### config.mk
export PLATFORM = sky130hd
export DESIGN_NAME = multicycle_control
export DESIGN_NICKNAME = d
export VERILOG_FILES = /design/src/rtl/multicycle_control.sv
export SDC_FILE = /design/constraint.sdc
export NUM_CORES = 1
export LEC_CHECK = 0
export CORE_MARGIN = 2
export CORE_UTILIZATION = 29
export CTS_CLUSTER_DIAMETER = 40
export DETAILED_ROUTE_END_ITERATION = 10
export RECOVER_POWER = 25
export SKIP_LAST_GASP = 1
export SLEW_MARGIN = 0
export SYNTH_ARGS = -nofsm -noshare
export SYNTH_HDL_FRONTEND = slang
export SYNTH_SLANG_ARGS = --single-unit
### constraint.sdc
create_clock -name clk -period 2.04 [get_ports clk]
set_input_delay 0.408 -clock clk [delete_from_list [all_inputs] [get_ports clk]]
set_output_delay 0.408 -clock clk [all_outputs]
set_load 0.03 [all_outputs]
### src/rtl/multicycle_control.sv
// Main control FSM for the multicycle RV32I core.
// Steps each instruction through fetch, decode, execute, memory and writeback.
// Waits on the memory ready handshake and on the optional mul/div unit.
// Halts on illegal opcodes and counts retired instructions.
// Datapath strobes are decoded from the current state, the registered instruction
// class and the live handshake inputs. They are all zero in IDLE, which reset forces
// asynchronously.
module multicycle_control #(
  parameter bit          MEM_WAIT     = 1'b1,
  parameter bit          HAS_MULDIV   = 1'b1,
  parameter bit          ILLEGAL_HALT = 1'b1,
  parameter int unsigned CNT_W        = 32
) (
  input  logic             clk,
  input  logic             rst_n,
  input  logic [6:0]       Opcode,
  input  logic             Funct7_0,
  input  logic             MemReady,
  input  logic             BranchTaken,
  input  logic             MulDivDone,
  output logic             InstrFetch,
  output logic             IRWrite,
  output logic             PCWrite,
  output logic [1:0]       PCSrc,
  output logic [1:0]       ALUSrcA,
  output logic             ALUSrcB,
  output logic [1:0]       ALUOp,
  output logic             MemRead,
  output logic             MemWrite,
  output logic             MulDivStart,
  output logic             RegWrite,
  output logic [1:0]       WBSel,
  output logic             Halt,
  output logic [CNT_W-1:0] InstRet,
  output logic [2:0]       State
);

  // The encoding doubles as the debug State output.
  typedef enum logic [2:0] {
    StIdle    = 3'd0,
    StFetch   = 3'd1,
    StDecode  = 3'd2,
    StExec    = 3'd3,
    StMem     = 3'd4,
    StWb      = 3'd5,
    StMulWait = 3'd6,
    StHalt    = 3'd7
  } state_e;

  typedef enum logic [3:0] {
    ClsNone  = 4'd0,
    ClsR     = 4'd1,
    ClsI     = 4'd2,
    ClsLoad  = 4'd3,
    ClsStore = 4'd4,
    ClsBr    = 4'd5,
    ClsJal   = 4'd6,
    ClsJalr  = 4'd7,
    ClsLui   = 4'd8,
    ClsAuipc = 4'd9
  } cls_e;

  localparam logic [6:0] OpR     = 7'b0110011;
  localparam logic [6:0] OpI     = 7'b0010011;
  localparam logic [6:0] OpLoad  = 7'b0000011;
  localparam logic [6:0] OpStore = 7'b0100011;
  localparam logic [6:0] OpBr    = 7'b1100011;
  localparam logic [6:0] OpJal   = 7'b1101111;
  localparam logic [6:0] OpJalr  = 7'b1100111;
  localparam logic [6:0] OpLui   = 7'b0110111;
  localparam logic [6:0] OpAuipc = 7'b0010111;

  state_e           r_state;
  cls_e             r_cls;
  logic             r_mul;
  logic [CNT_W-1:0] r_instret;

  state_e w_state_d;
  cls_e   w_cls_d;
  cls_e   w_dec_cls;
  logic   w_mul_d;
  logic   w_retire;
  logic   w_mem_ready;

  // With single-cycle memory every access completes immediately.
  assign w_mem_ready = MEM_WAIT ? MemReady : 1'b1;

  // Classify the opcode held in the instruction register.
  always_comb begin
    w_dec_cls = ClsNone;
    unique case (Opcode)
      OpR:     w_dec_cls = ClsR;
      OpI:     w_dec_cls = ClsI;
      OpLoad:  w_dec_cls = ClsLoad;
      OpStore: w_dec_cls = ClsStore;
      OpBr:    w_dec_cls = ClsBr;
      OpJal:   w_dec_cls = ClsJal;
      OpJalr:  w_dec_cls = ClsJalr;
      OpLui:   w_dec_cls = ClsLui;
      OpAuipc: w_dec_cls = ClsAuipc;
      default: w_dec_cls = ClsNone;
    endcase
  end

  // Next state, class capture and retire pulse.
  always_comb begin
    w_state_d = r_state;
    w_cls_d   = r_cls;
    w_mul_d   = r_mul;
    w_retire  = 1'b0;
    unique case (r_state)
      StIdle: w_state_d = StFetch;
      StFetch: begin
        if (w_mem_ready) w_state_d = StDecode;
      end
      StDecode: begin
        w_cls_d = w_dec_cls;
        w_mul_d = HAS_MULDIV & Funct7_0;
        if (w_dec_cls == ClsNone) begin
          // Unknown opcodes either stop the core or are skipped without counting.
          w_state_d = ILLEGAL_HALT ? StHalt : StFetch;
        end else begin
          w_state_d = StExec;
        end
      end
      StExec: begin
        unique case (r_cls)
          ClsR:            w_state_d = r_mul ? StMulWait : StWb;
          ClsI, ClsAuipc:  w_state_d = StWb;
          ClsLoad, ClsStore: w_state_d = StMem;
          ClsBr, ClsJal, ClsJalr, ClsLui: begin
            w_state_d = StFetch;
            w_retire  = 1'b1;
          end
          default:         w_state_d = StFetch;
        endcase
      end
      StMem: begin
        if (w_mem_ready) begin
          if (r_cls == ClsLoad) begin
            w_state_d = StWb;
          end else begin
            w_state_d = StFetch;
            w_retire  = 1'b1;
          end
        end
      end
      StMulWait: begin
        if (MulDivDone) w_state_d = StWb;
      end
      StWb: begin
        w_state_d = StFetch;
        w_retire  = 1'b1;
      end
      StHalt: w_state_d = StHalt;
      default: w_state_d = StIdle;
    endcase
  end

  // State, class and retired-instruction counter registers.
  always_ff @(posedge clk or negedge rst_n) begin
    if (!rst_n) begin
      r_state   <= StIdle;
      r_cls     <= ClsNone;
      r_mul     <= 1'b0;
      r_instret <= '0;
    end else begin
      r_state <= w_state_d;
      r_cls   <= w_cls_d;
      r_mul   <= w_mul_d;
      if (w_retire) r_instret <= r_instret + CNT_W'(1);
    end
  end

  // Datapath strobes for the current state and class.
  always_comb begin
    InstrFetch  = 1'b0;
    IRWrite     = 1'b0;
    PCWrite     = 1'b0;
    PCSrc       = 2'b00;
    ALUSrcA     = 2'b00;
    ALUSrcB     = 1'b0;
    ALUOp       = 2'b00;
    MemRead     = 1'b0;
    MemWrite    = 1'b0;
    MulDivStart = 1'b0;
    RegWrite    = 1'b0;
    WBSel       = 2'b00;
    Halt        = 1'b0;
    unique case (r_state)
      StFetch: begin
        InstrFetch = 1'b1;
        MemRead    = 1'b1;
        IRWrite    = w_mem_ready;
        PCWrite    = w_mem_ready;
      end
      StExec: begin
        unique case (r_cls)
          ClsR: begin
            ALUOp       = 2'b10;
            MulDivStart = r_mul;
          end
          ClsI: begin
            ALUOp   = 2'b11;
            ALUSrcB = 1'b1;
          end
          ClsLoad, ClsStore: ALUSrcB = 1'b1;
          ClsBr: begin
            ALUOp   = 2'b01;
            PCWrite = BranchTaken;
            PCSrc   = BranchTaken ? 2'b01 : 2'b00;
          end
          ClsJal: begin
            RegWrite = 1'b1;
            WBSel    = 2'b10;
            PCWrite  = 1'b1;
            PCSrc    = 2'b01;
          end
          ClsJalr: begin
            ALUSrcB  = 1'b1;
            RegWrite = 1'b1;
            WBSel    = 2'b10;
            PCWrite  = 1'b1;
            PCSrc    = 2'b10;
          end
          ClsLui: begin
            RegWrite = 1'b1;
            WBSel    = 2'b11;
          end
          ClsAuipc: begin
            ALUSrcA = 2'b01;
            ALUSrcB = 1'b1;
          end
          default: ;
        endcase
      end
      StMem: begin
        MemRead  = (r_cls == ClsLoad);
        MemWrite = (r_cls == ClsStore);
      end
      StWb: begin
        RegWrite = 1'b1;
        WBSel    = (r_cls == ClsLoad) ? 2'b01 : 2'b00;
      end
      StHalt: Halt = 1'b1;
      default: ;
    endcase
  end

  assign InstRet = r_instret;
  assign State   = r_state;

endmodule

== Yosys cells after proc, flatten, opt, wreduce, memory -nomap -nowiden ==
Index checks and enable logic that the tools add are counted.
Cells by class
  add/subtract/negate cells: 1
  multiply operators: 0
  divide/modulo/power cells: 0
  magnitude comparators: 0
  eq/ne operators: 28
  shifts and indexed selects: 0
  muxes and demuxes: 36
  bitwise gates (word level): 0
  reductions and logical operators: 10
Operators with widths (count)
  case mux 4 bit (9 select lines): 1
  adder 32 x 1 -> 32 bit (second input constant): 1
  == test 7 x 6 -> 1 bit (second input constant): 3
  == test 7 bit (second input constant): 3
  case mux 3 bit (7 select lines): 1
  == test 4 x 3 -> 1 bit (second input constant): 4
  two-way mux 1 bit: 16
  two-way mux 3 bit: 5
  == test 7 x 5 -> 1 bit (second input constant): 2
  == test 3 bit (second input constant): 4
  case mux 2 bit (3 select lines): 2
  case mux 3 bit (3 select lines): 1
  == test 4 x 2 -> 1 bit (second input constant): 2
  == test 4 bit (second input constant): 2
  case mux 1 bit (2 select lines): 4
  case mux 2 bit (2 select lines): 2
  OR reduction 2 bit: 4
  == test 7 x 2 -> 1 bit (second input constant): 1
  == test 3 x 2 -> 1 bit (second input constant): 2
  two-way mux 2 bit: 3
  != test 2 bit (second input constant): 3
  OR reduction 5 bit: 1
  == test 4 x 1 -> 1 bit (second input constant): 1
  logical NOT 4 bit: 1
  6 further kinds: 6
Storage, ports and cells
  flip-flop bits (word level): 40
  bits in latches: 0
  memory bits (writable): 0
  ROM bits: 0
  input bits: 13
  output and inout bits: 52
  memories kept: 0

== Logic depth before layout (Yosys ltp) ==
  depth in word-level cells: 5
  gate-level depth with buffers: 7
  mapped depth without buffers: 5

== Worst setup path before layout ==
Ideal clock, no wire load.
  kind: flip-flop to output port
  start: register r_state[0], in the netlist State[0]
  end: output MemWrite
  arrival time: 1874 ps
  required time: 1632 ps
  setup slack: -242 ps
  cell stages (with the launch flop): 5
  buffers on the path: 1
  cell sequence: dfrtp_1 > clkbuf_1 > nor2b_1 > nand2_1 > nor4_1
Between the ends
  cells in the longest elaborated chain, start to end: 2
RTL lines
  start: declaration: RTL line 73  | state_e r_state;
  start signal: assignment: RTL line 163  | r_state <= StIdle;
  start signal: assignment: RTL line 168  | r_state <= w_state_d;
  == test 3 bit: RTL line 190  | unique case (r_state)
  two-way mux 1 bit: RTL line 190
  end: declaration: RTL line 29  | output logic MemWrite,
Every way passes these cells.

== Worst setup path in the final report ==
  start: register r_cls[2]
  end: output ALUSrcB
Between the ends
  cells in the longest elaborated chain, start to end: 4
  elaborated cells on any way between the ends: 8
RTL lines
  start: declaration: RTL line 74  | cls_e r_cls;
  start signal: assignment: RTL line 164  | r_cls <= ClsNone;
  start signal: assignment: RTL line 169  | r_cls <= w_cls_d;
  == test 4 x 2 -> 1 bit, or another cell as far along: RTL line 198  | unique case (r_cls)
  OR reduction 5 bit (no line) *
  two-way mux 1 bit *: RTL line 198
  two-way mux 1 bit *: RTL line 190
  end: declaration: RTL line 26  | output logic ALUSrcB,
Every way passes the cells marked *; elsewhere a longest branch is shown, timed or not.

==> flow_summary.ini <==
[worst_setup_path]
crit_type = reg -> out
path_cells = buf_6 > inv_4 > or3_4 > a21oi_2 > a31oi_1 > nor2_1 > buf_4
worstPathRequired_ns = 1.63
crit_slowest_cell = or3_4
cp-start-kind = register
cp-end-kind = output port
cp.arrival_ns = 1.66
cp_max_fo = 7
slowest_delay_ns = 0.38

[yosys]
ys_seq_elements = 40
yosysUniqueCellTypes = 50
syn-instance-count = 266
ys_seq_area_share_pct = 39.9
synth_most_common_cell = dfrtp_1
yosysTopAreaCell = dfrtp_1
syn_nets = 280
async_flop_share_pct = 100
synth_commonest_cells = dfrtp_1 (40), nand2_1 (28), xor2_1 (25), nor2_1 (19)
synth_area_um2 = 2510
synth_top_area_share_pct = 39.9
syn_area_per_cell_um2 = 9.43
ys_top_cells_by_area = dfrtp_1 (40%), xor2_1 (8.7%), nor4_2 (4.5%), nand2_1 (4.2%), nand4_1 (3.0%)
yosysWarningCount = 0
synth_edf_count = 0
synth_ff_type = dfrtp_1

[cts]
cts_tree = yes
cts-root-buf = clkbuf_8
clk_pin_slew_worst_paths_ns = 0.08
htree_levels = 2
worstSkewPairLatency_ns = 0.29
cts_made_buffers = 5
clock_sink_count = 40
clockBufferDepth = 2

[route]
topRoutingLayerUsed = met4
ant_nets = 0
routed_wl_um = 7170
dr.first_iter.drc_count = 59
drtPass1Iterations = 4
route.met3.wl_um = 353
routed-wl-met2_um = 3640
drc = 0
drt-wirelength-per-cell_um = 15.2
wl_met1_um = 3130
vias_per_cell = 5.00
vias = 2364

[power]
seq_power_share_pct = 26.2
leakagePower_nw = 1.61
internal-power_mw = 2.37
p_comb_share_pct = 60.0
ir_drop_mv = 0.598
power_per_cell_area_nw_per_um2 = 1110
power_switching_mw = 1.85
p_total_mw = 4.22
swShare_pct = 43.9
clockPowerShare_pct = 13.7

[timing]
fin_setup_tns_ns = -0.0494
rsz0062_at_grt = true
slew_violations = 0
max_freq_mhz = 483
finalSetupViolations = 2
fin_crit_ns = 2.07
fin_skew_ns = 0.00520
finalCritPeriodShare_pct = 102
finalWorstSetupSlack_ns = -0.0321
tightest_slew_ns = 1.04
hold_viol_final = 0
relSlewSlack_pct = 30.6

[global_route]
grt_pass1_wl_um = 11500
grt_start_max_net_pins = 41
grt_antenna_before_repair = 0
grt.overflow.total = 0
grt_pass1_vias = 2374
grtUsageTotal_pct = 14.6

[floorplanning]
fp-row-count = 33
core_area_um2 = 8300
die_h_um = 97.0
design.die.area_um2 = 9410
ios = 65
start_util_pct = 30.2
die_x_um = 97.0

[final_layout]
syn_to_final_growth_pct = 52.2
diodes = 0
final_cells = 473
multiInputGateArea_um2 = 1530
final_nets = 382
drive_gt1_share_pct = 29.9
n_fill_cell = 804
regArea_um2 = 1000

[status]
outcome = finished with violations
violations = negative setup slack

[hold_path]
hp-class = in -> async

[placed_design]
dp.cells = 448
place.gp.congestion = 0.868
port-buffer-count = 63
post-dp-hpwl_um = 4980
pre_cts_slack_ns = -0.335

[flow_run]
max-cap-violations = 0
## sequential cells by signal, indices dropped and copies added (netlist names)
signal,cells
State,3
InstRet,32
r_cls,4
r_mul,1
## power groups by stage
stage               clock (mW)  combinational, mW  sequential (mW)
floorplan                    0               1.14             1.24
global placement             0               2.00             1.12
detailed placement           0               2.02             1.12
CTS                      0.597               2.15             1.10
global route             0.629               2.71             1.14
finish                   0.579               2.53             1.11
## layout by cell type (no fill, tap or decap), types with 4 or more instances in the layout
master	count
nor2_1	18
buf_6	4
xnor2_1	7
nor4b_4	5
dfrtp_1	38
nand2_1	28
nor3_1	10
o21ai_0	7
nand2b_1	5
clkdlybuf4s50_1	45
clkbuf_8	7
nand3_1	10
inv_1	6
xor2_1	25
buf_4	55
nand4_1	12
a21oi_1	10
nor4_4	10
## layer usage
layer,track usage [%],vias to the layer above
li1,-,1153
met1,18.3,1141
met2,26.0,63
met3,3.40,7
met4,2.60,0
met5,0,-
## critical path: cells and delay by family, from the launching register on
family / cells / cell delay (ns)
DFF: 1 / 0.37
buffers and inverters: 3 / 0.35
AOI/OAI and AO/OA: 2 / 0.17
and+or+nand+nor: 2 / 0.48
## final timing paths
kind | cells after the start | from | slack (ns) | endpoint
min | 2 | rst_n | 0.37 | InstRet[18]
min in group clk | 1 | InstRet[31] | 0.48 | InstRet[31]
min reg2reg | 1 | InstRet[31] | 0.48 | InstRet[31]
max | 7 | r_cls[2] | -0.03 | ALUSrcB
max in group asynchronous | 2 | rst_n | 0.96 | State[1]
max reg2reg | 6 | State[2] | 0.03 | InstRet[24]
## cell families after synthesis
logic type	after synthesis	synth area share (%)
flops	40	39.9
mux	2	0.898
simple gates	128	32.7
compound gates	36	9.18
buf+inv	26	5.44
xor+xnor	32	11.2
other cells	1	0.150
fa+ha+maj	1	0.499
## per-stage QoR
stage | instance area, µm² | util (%) | hold WS, ns
finish | 3820 | 46.0 | 0.373
global route | 3820 | 46.0 | 0.453
CTS | 3570 | 43.0 | 0.190
detailed placement | 3400 | 41.0 | 0.469
global placement | 3400 | 41.0 | 0.466
floorplan | 2520 | - | 0.112
## cell type report
| cell class | instances | share of cell area, % |
|---|---|---|
| Inverter | 8 | 0.852 |
| Clock buffer | 7 | 2.52 |
| Sequential cell | 40 | 26.3 |
| Timing Repair Buffer | 113 | 26.9 |
| Tap cell | 105 | 3.44 |
| Multi-Input combinational cell | 200 | 40.0 |
## what timing repair did
item	CTS	global route
hold buffers	0	0
buffers inserted	8	9
hold endpoints to repair	0	0
pin swaps	2	9
resized for setup	9	27
gates cloned	0	1
endpoints found under the setup margin	12	34
Note: power is estimated with default switching activity, not from simulation.
